**src/rtl/ov7670_capture_ctrl.sv**
```systemverilog
// OV7670 capture front end: turns the camera href/v_sync byte stream into
// decimated, formatted frame-buffer writes with frame and line status pulses.
module ov7670_capture_ctrl #(
    parameter int unsigned SRC_W   = 640,
    parameter int unsigned SRC_H   = 480,
    parameter int unsigned DEC     = 2,
    parameter int unsigned OUT_FMT = 0,
    parameter int unsigned ADDR_W  = 17
) (
    input  logic              pclk,
    input  logic              reset,
    input  logic              enable,
    input  logic              href,
    input  logic              v_sync,
    input  logic [7:0]        ov7670_data,
    output logic              we,
    output logic [ADDR_W-1:0] wAddr,
    output logic [15:0]       wData,
    output logic              frame_start,
    output logic              frame_done,
    output logic              line_err,
    output logic              busy
);

    localparam int unsigned LINE_BYTES = 2 * SRC_W;
    localparam int unsigned BC_W       = $clog2(LINE_BYTES + 2) + 1;
    localparam int unsigned PX_W       = BC_W - 1;
    localparam int unsigned LY_W       = $clog2(SRC_H + 1) + 1;
    localparam int unsigned DEC_M      = DEC - 1;
    localparam int unsigned MAX_ADDR   = (SRC_W / DEC) * (SRC_H / DEC) - 1;

    typedef enum logic [1:0] {
        ST_SYNC,
        ST_WAIT_FRAME,
        ST_CAPTURE
    } state_t;

    state_t            state_q, state_d;
    logic              vs_d_q, hr_d_q;
    logic [BC_W-1:0]   byte_cnt_q, byte_cnt_d;
    logic [LY_W-1:0]   line_y_q, line_y_d;
    logic [ADDR_W-1:0] addr_q, addr_d;
    logic              full_q, full_d;
    logic [7:0]        b0_q, b0_d;
    logic              we_q, we_d;
    logic [ADDR_W-1:0] waddr_q, waddr_d;
    logic [15:0]       wdata_q, wdata_d;
    logic              frame_start_q, frame_start_d;
    logic              frame_done_q, frame_done_d;
    logic              line_err_q, line_err_d;
    logic              busy_q, busy_d;

    logic              vs_fall, vs_rise, hr_fall;
    logic [PX_W-1:0]   pix_x;
    logic              keep;
    logic [15:0]       pix_fmt;

    assign vs_fall = vs_d_q & ~v_sync;
    assign vs_rise = ~vs_d_q & v_sync;
    assign hr_fall = hr_d_q & ~href;

    // Pixel completes on the odd byte; keep only on-grid, in-window pixels.
    assign pix_x = PX_W'(byte_cnt_q >> 1);
    assign keep  = byte_cnt_q[0]
                 && ((pix_x & PX_W'(DEC_M)) == '0)
                 && ((line_y_q & LY_W'(DEC_M)) == '0)
                 && (pix_x < PX_W'(SRC_W))
                 && (line_y_q < LY_W'(SRC_H))
                 && !full_q;

    assign pix_fmt = (OUT_FMT == 1) ? {b0_q, ov7670_data}
                   : {4'h0, b0_q[7:4], b0_q[2:0], ov7670_data[7], ov7670_data[4:1]};

    always_comb begin
        state_d       = state_q;
        byte_cnt_d    = byte_cnt_q;
        line_y_d      = line_y_q;
        addr_d        = addr_q;
        full_d        = full_q;
        b0_d          = b0_q;
        we_d          = 1'b0;
        waddr_d       = waddr_q;
        wdata_d       = wdata_q;
        frame_start_d = 1'b0;
        frame_done_d  = 1'b0;
        line_err_d    = 1'b0;

        case (state_q)
            ST_SYNC: begin
                if (v_sync) state_d = ST_WAIT_FRAME;
            end
            ST_WAIT_FRAME: begin
                if (vs_fall && enable) begin
                    state_d       = ST_CAPTURE;
                    frame_start_d = 1'b1;
                    line_y_d      = '0;
                    addr_d        = '0;
                    full_d        = 1'b0;
                    byte_cnt_d    = '0;
                end
            end
            ST_CAPTURE: begin
                if (href) begin
                    if (!byte_cnt_q[0]) begin
                        b0_d = ov7670_data;
                    end else if (keep) begin
                        we_d    = 1'b1;
                        waddr_d = addr_q;
                        wdata_d = pix_fmt;
                        if (addr_q == ADDR_W'(MAX_ADDR)) full_d = 1'b1;
                        else                             addr_d = addr_q + 1'b1;
                    end
                    // Saturate so a runaway line cannot wrap back onto the grid.
                    if (byte_cnt_q != '1) byte_cnt_d = byte_cnt_q + 1'b1;
                end
                if (hr_fall) begin
                    line_err_d = (byte_cnt_q != BC_W'(LINE_BYTES));
                    byte_cnt_d = '0;
                    if (line_y_q != '1) line_y_d = line_y_q + 1'b1;
                end
                if (vs_rise) begin
                    frame_done_d = 1'b1;
                    state_d      = ST_WAIT_FRAME;
                end
            end
            default: state_d = ST_SYNC;
        endcase

        busy_d = (state_d == ST_CAPTURE);
    end

    always_ff @(posedge pclk) begin
        if (reset) begin
            state_q       <= ST_SYNC;
            vs_d_q        <= 1'b0;
            hr_d_q        <= 1'b0;
            byte_cnt_q    <= '0;
            line_y_q      <= '0;
            addr_q        <= '0;
            full_q        <= 1'b0;
            b0_q          <= '0;
            we_q          <= 1'b0;
            waddr_q       <= '0;
            wdata_q       <= '0;
            frame_start_q <= 1'b0;
            frame_done_q  <= 1'b0;
            line_err_q    <= 1'b0;
            busy_q        <= 1'b0;
        end else begin
            state_q       <= state_d;
            vs_d_q        <= v_sync;
            hr_d_q        <= href;
            byte_cnt_q    <= byte_cnt_d;
            line_y_q      <= line_y_d;
            addr_q        <= addr_d;
            full_q        <= full_d;
            b0_q          <= b0_d;
            we_q          <= we_d;
            waddr_q       <= waddr_d;
            wdata_q       <= wdata_d;
            frame_start_q <= frame_start_d;
            frame_done_q  <= frame_done_d;
            line_err_q    <= line_err_d;
            busy_q        <= busy_d;
        end
    end

    assign we          = we_q;
    assign wAddr       = waddr_q;
    assign wData       = wdata_q;
    assign frame_start = frame_start_q;
    assign frame_done  = frame_done_q;
    assign line_err    = line_err_q;
    assign busy        = busy_q;

endmodule

```
**config.mk**
```make
export PLATFORM = sky130hd
export DESIGN_NAME = ov7670_capture_ctrl
export DESIGN_NICKNAME = d
export VERILOG_FILES = /design/src/rtl/ov7670_capture_ctrl.sv
export SDC_FILE = /design/constraint.sdc
export NUM_CORES = 1
export LEC_CHECK = 0
export CAP_MARGIN = 30
export CORE_ASPECT_RATIO = 1.1
export CORE_UTILIZATION = 40
export CTS_BUF_LIST = sky130_fd_sc_hd__clkbuf_4 sky130_fd_sc_hd__clkbuf_8
export DETAILED_ROUTE_END_ITERATION = 8
export GPL_TIMING_DRIVEN = 0
export SYNTH_ARGS = -nofsm -noshare
export SYNTH_HDL_FRONTEND = slang
export SYNTH_SLANG_ARGS = --single-unit
```
**constraint.sdc**
```tcl
create_clock -name pclk -period 2.08 [get_ports pclk]
set_input_delay 0.52 -clock pclk [delete_from_list [all_inputs] [get_ports pclk]]
set_output_delay 0.52 -clock pclk [all_outputs]
set_load 0.01 [all_outputs]
```
==> impl_metrics.py <==
metrics = {
    "outcome": {
        "status": "finished clean",
    },
    "yosys": {
        "netlist_area_um2": 3760,
        "yosysUniqueCellTypes": 51,
        "synthTopCellsByArea": "dfxtp_1, nand2_1, a21oi_1",
        "synth_most_common_cell": "nand2_1",
        "synth.yosys.warnings": 0,
        "synth-edff-count": 0,
        "ys_ff_latch": 85,
        "synthArstFlopShare_pct": 0,
        "seq_area_frac_synth_pct": 45.2,
        "yosys.area.top_type": "dfxtp_1",
        "avgSynthCellArea_um2": 8.21,
        "netlist.area_leader.share_pct": 45.2,
        "synthCells": 458,
        "synth_common_cells": "nand2_1, dfxtp_1, a21oi_1",
        "synthFlopType": "dfxtp_1",
    },
    "floorplan": {
        "die_w_um": 94.5,
        "die_h_um": 104,
        "initial_utilization_pct": 41.7,
        "die-area_um2": 9790,
        "core-area_um2": 9010,
        "num_io_pins": 51,
        "rows": 36,
    },
    "critical_path": {
        "critical_path.top_delay_family": "simple AND/OR/NAND/NOR gates",
        "critPathArrivalTime_ps": 2320,
        "end_kind": "register",
        "required_ps": 2380,
        "slowest_delay_ps": 530,
        "crit_buf_inv": 2,
        "crit_path_start_kind": "input port",
        "worst-setup-path-type": "in -> reg",
        "worstPathMaxFanout": 9,
        "critical_path.cell_chain": "dlygate4sd2_1, o2111ai_2, or3_1, buf_6, or4b_4, nand3_2",
        "cp_slowest_cell": "or4b_4",
    },
    "power_and_ir_drop": {
        "p_int_w": 0.00224,
        "p_total_w": 0.00292,
        "powerDensity_nw_per_um2": 611,
        "seqPwrFrac_pct": 55.9,
        "power_leakage_nw": 1.55,
        "p_sw_w": 0.000688,
        "swShare_pct": 23.5,
        "vdd_drop_max_uv": 368,
        "clkPwrFrac_pct": 40.5,
        "power_frac_comb_pct": 3.6,
    },
    "sta": {
        "fin_crit_sh_pct": 96.9,
        "report.final.slew_viol_count": 0,
        "finalSetupTns_ps": 0,
        "layout_min_cycle_time_ps": 2020,
        "relSlewSlack_pct": 61.7,
        "timing_hold_violations_final": 0,
        "skew_ps": 9.83,
        "fmax_mhz": 496,
        "tightest_slew_ps": 571,
        "setup_viol": 0,
    },
    "drt": {
        "wl_per_cell_um": 15.1,
        "num_vias": 3463,
        "drt_wl_total_um": 9620,
        "post-route-drc-count": 0,
        "drt_iter0_drc": 164,
        "avgViaCountPerCell": 5.43,
        "ant_nets": 0,
        "drtPass1Iterations": 4,
    },
    "global_route": {
        "grt_pass1_wl_um": 15700,
        "grt_overflow": 0,
        "use_met1_pct": 28.0,
        "top_usage_layer": "met2",
        "antenna_found_initial": 0,
        "grt_pass1_vias": 3235,
        "use_met3_pct": 4.63,
        "grt.total_usage_pct": 20.4,
        "gr-usage-met2_pct": 30.5,
        "grt_max_degree": 20,
    },
    "layout": {
        "fin_util_pct": 53.1,
        "drive_gt1_share_pct": 13.5,
        "num-fill-cells": 841,
        "n_antenna_cell": 0,
        "finish.instance_area_um2": 4780,
        "final-instance-count-excl-fill": 638,
        "area_growth_pct": 27.1,
        "fin_nets": 537,
    },
    "hold_path": {
        "hp-class": "reg -> reg",
    },
    "clock_network": {
        "cts-root-buf": "clkbuf_8",
        "cts-htree-levels": 3,
        "cts_tree": "yes",
        "clk_path_buf_depth": 2,
        "clkTransAtPathRegs_ps": 80,
        "clk-insertion-delay-late_ps": 360,
        "holdBufCountCts": 0,
        "cts-buffers-inserted": 9,
        "clock-sinks": 85,
    },
    "place": {
        "dp.cells": 619,
        "io_buffers": 44,
        "dpl_cell_area_um2": 4360,
        "place_congestion": 0.830,
        "dp_hpwl_um": 6500,
    },
    "job": {
        "maxCapViolations": 0,
    },
}
layout by cell type, fill, tap and decap left out, types with 6 or more instances in the layout:
| cell | instances |
|---|---|
| a31oi_1 | 11 |
| nand3_1 | 15 |
| o211ai_1 | 8 |
| buf_4 | 15 |
| clkbuf_8 | 9 |
| o21ai_0 | 23 |
| nor2b_1 | 6 |
| dfxtp_2 | 7 |
| inv_1 | 6 |
| nor2_1 | 29 |
| nand2b_1 | 8 |
| mux2i_1 | 7 |
| xor2_1 | 6 |
| clkbuf_1 | 9 |
| dfxtp_1 | 75 |
| nand4_1 | 6 |
| a21oi_1 | 46 |
| nand2_1 | 86 |
| and3_1 | 8 |
| clkdlybuf4s50_1 | 43 |
| o31ai_1 | 7 |
cell type report:
cell class / instances / area, um^2 / area share [%]
multi-input combinational: 342 / 2070 / 43.3
sequential: 85 / 1720 / 36.0
timing repair buffer: 52 / 499 / 10.4
tap: 114 / 143 / 2.98
clock buffer: 10 / 131 / 2.75
buffer: 23 / 131 / 2.75
clock inverter: 6 / 63.8 / 1.33
inverter: 6 / 22.5 / 0.471
power by group through the flow:
stage           logic, W  registers [W]  clock network (W)
4_1_cts         0.000100        0.00164            0.00122
2_1_floorplan  0.0000527        0.00167                  0
5_1_grt         0.000114        0.00164            0.00129
3_5_place_dp   0.0000947        0.00168                  0
3_3_place_gp   0.0000943        0.00167                  0
6_report        0.000104        0.00163            0.00119
stage by stage:
stage,hold slack [ps],setup slack (ps)
final,457,64.8
after global routing,481,-23.4
after CTS,461,-105
after detailed placement,450,-692
after global placement,440,-712
after floorplan,431,77.3
flip-flops by register name (all words and copies together), names as in the netlist, 2 cells and up:
name / flops
addr_q: 17
wAddr: 17
byte_cnt_q: 12
wData: 12
line_y_q: 10
b0_q: 7
state_q: 2
worst paths after layout:
path / startpoint / endpoint / slack (ps) / cells past startpoint
worst max-delay path: href / addr_q[16] / 60 / 6
worst min-delay path: b0_q[4] / wData[8] / 460 / 2
worst max register to register: line_y_q[0] / line_y_q[2] / 70 / 7
worst min register to register: b0_q[4] / wData[8] / 460 / 2
routing by layer:
layer | share of wire [%] | routed length (um)
met3 | 5.3 | 507
met5 | 0 | 0
met2 | 45 | 4350
met4 | 1.5 | 148
met1 | 48 | 4610
cells by family (layout without fill, tap and decap cells):
kind of cell               count (synthesis)  after routing  synth area share, %
AOI/OAI and AO/OA                        120            120                 19.5
xor gates and xnor gates                   7              7                 1.63
adders and majority gates                  5              5                 1.66
buffers and inverters                     34             97                 3.96
DFF                                       85             85                 45.2
muxes                                      7              7                 1.86
other                                      1              4               0.0997
and+or+nand+nor                          199            199                 26.1
repair_timing:
action / 4_1_cts / 5_1_grt
gates resized for setup: 24 / 40
pin swaps: 3 / 6
buffers inserted: 4 / 4
endpoints found under the setup margin: 38 / 65
worst register-to-register path, stage by stage, from the launching register on:
cell and delay (ps):
dfxtp_4 360, buf_4 140, ha_1 230, and4_2 290, a31oi_4 160, nor2_2 90
or4b_1 520, a21oi_1 150
Note: power is estimated with default switching activity, not from simulation.
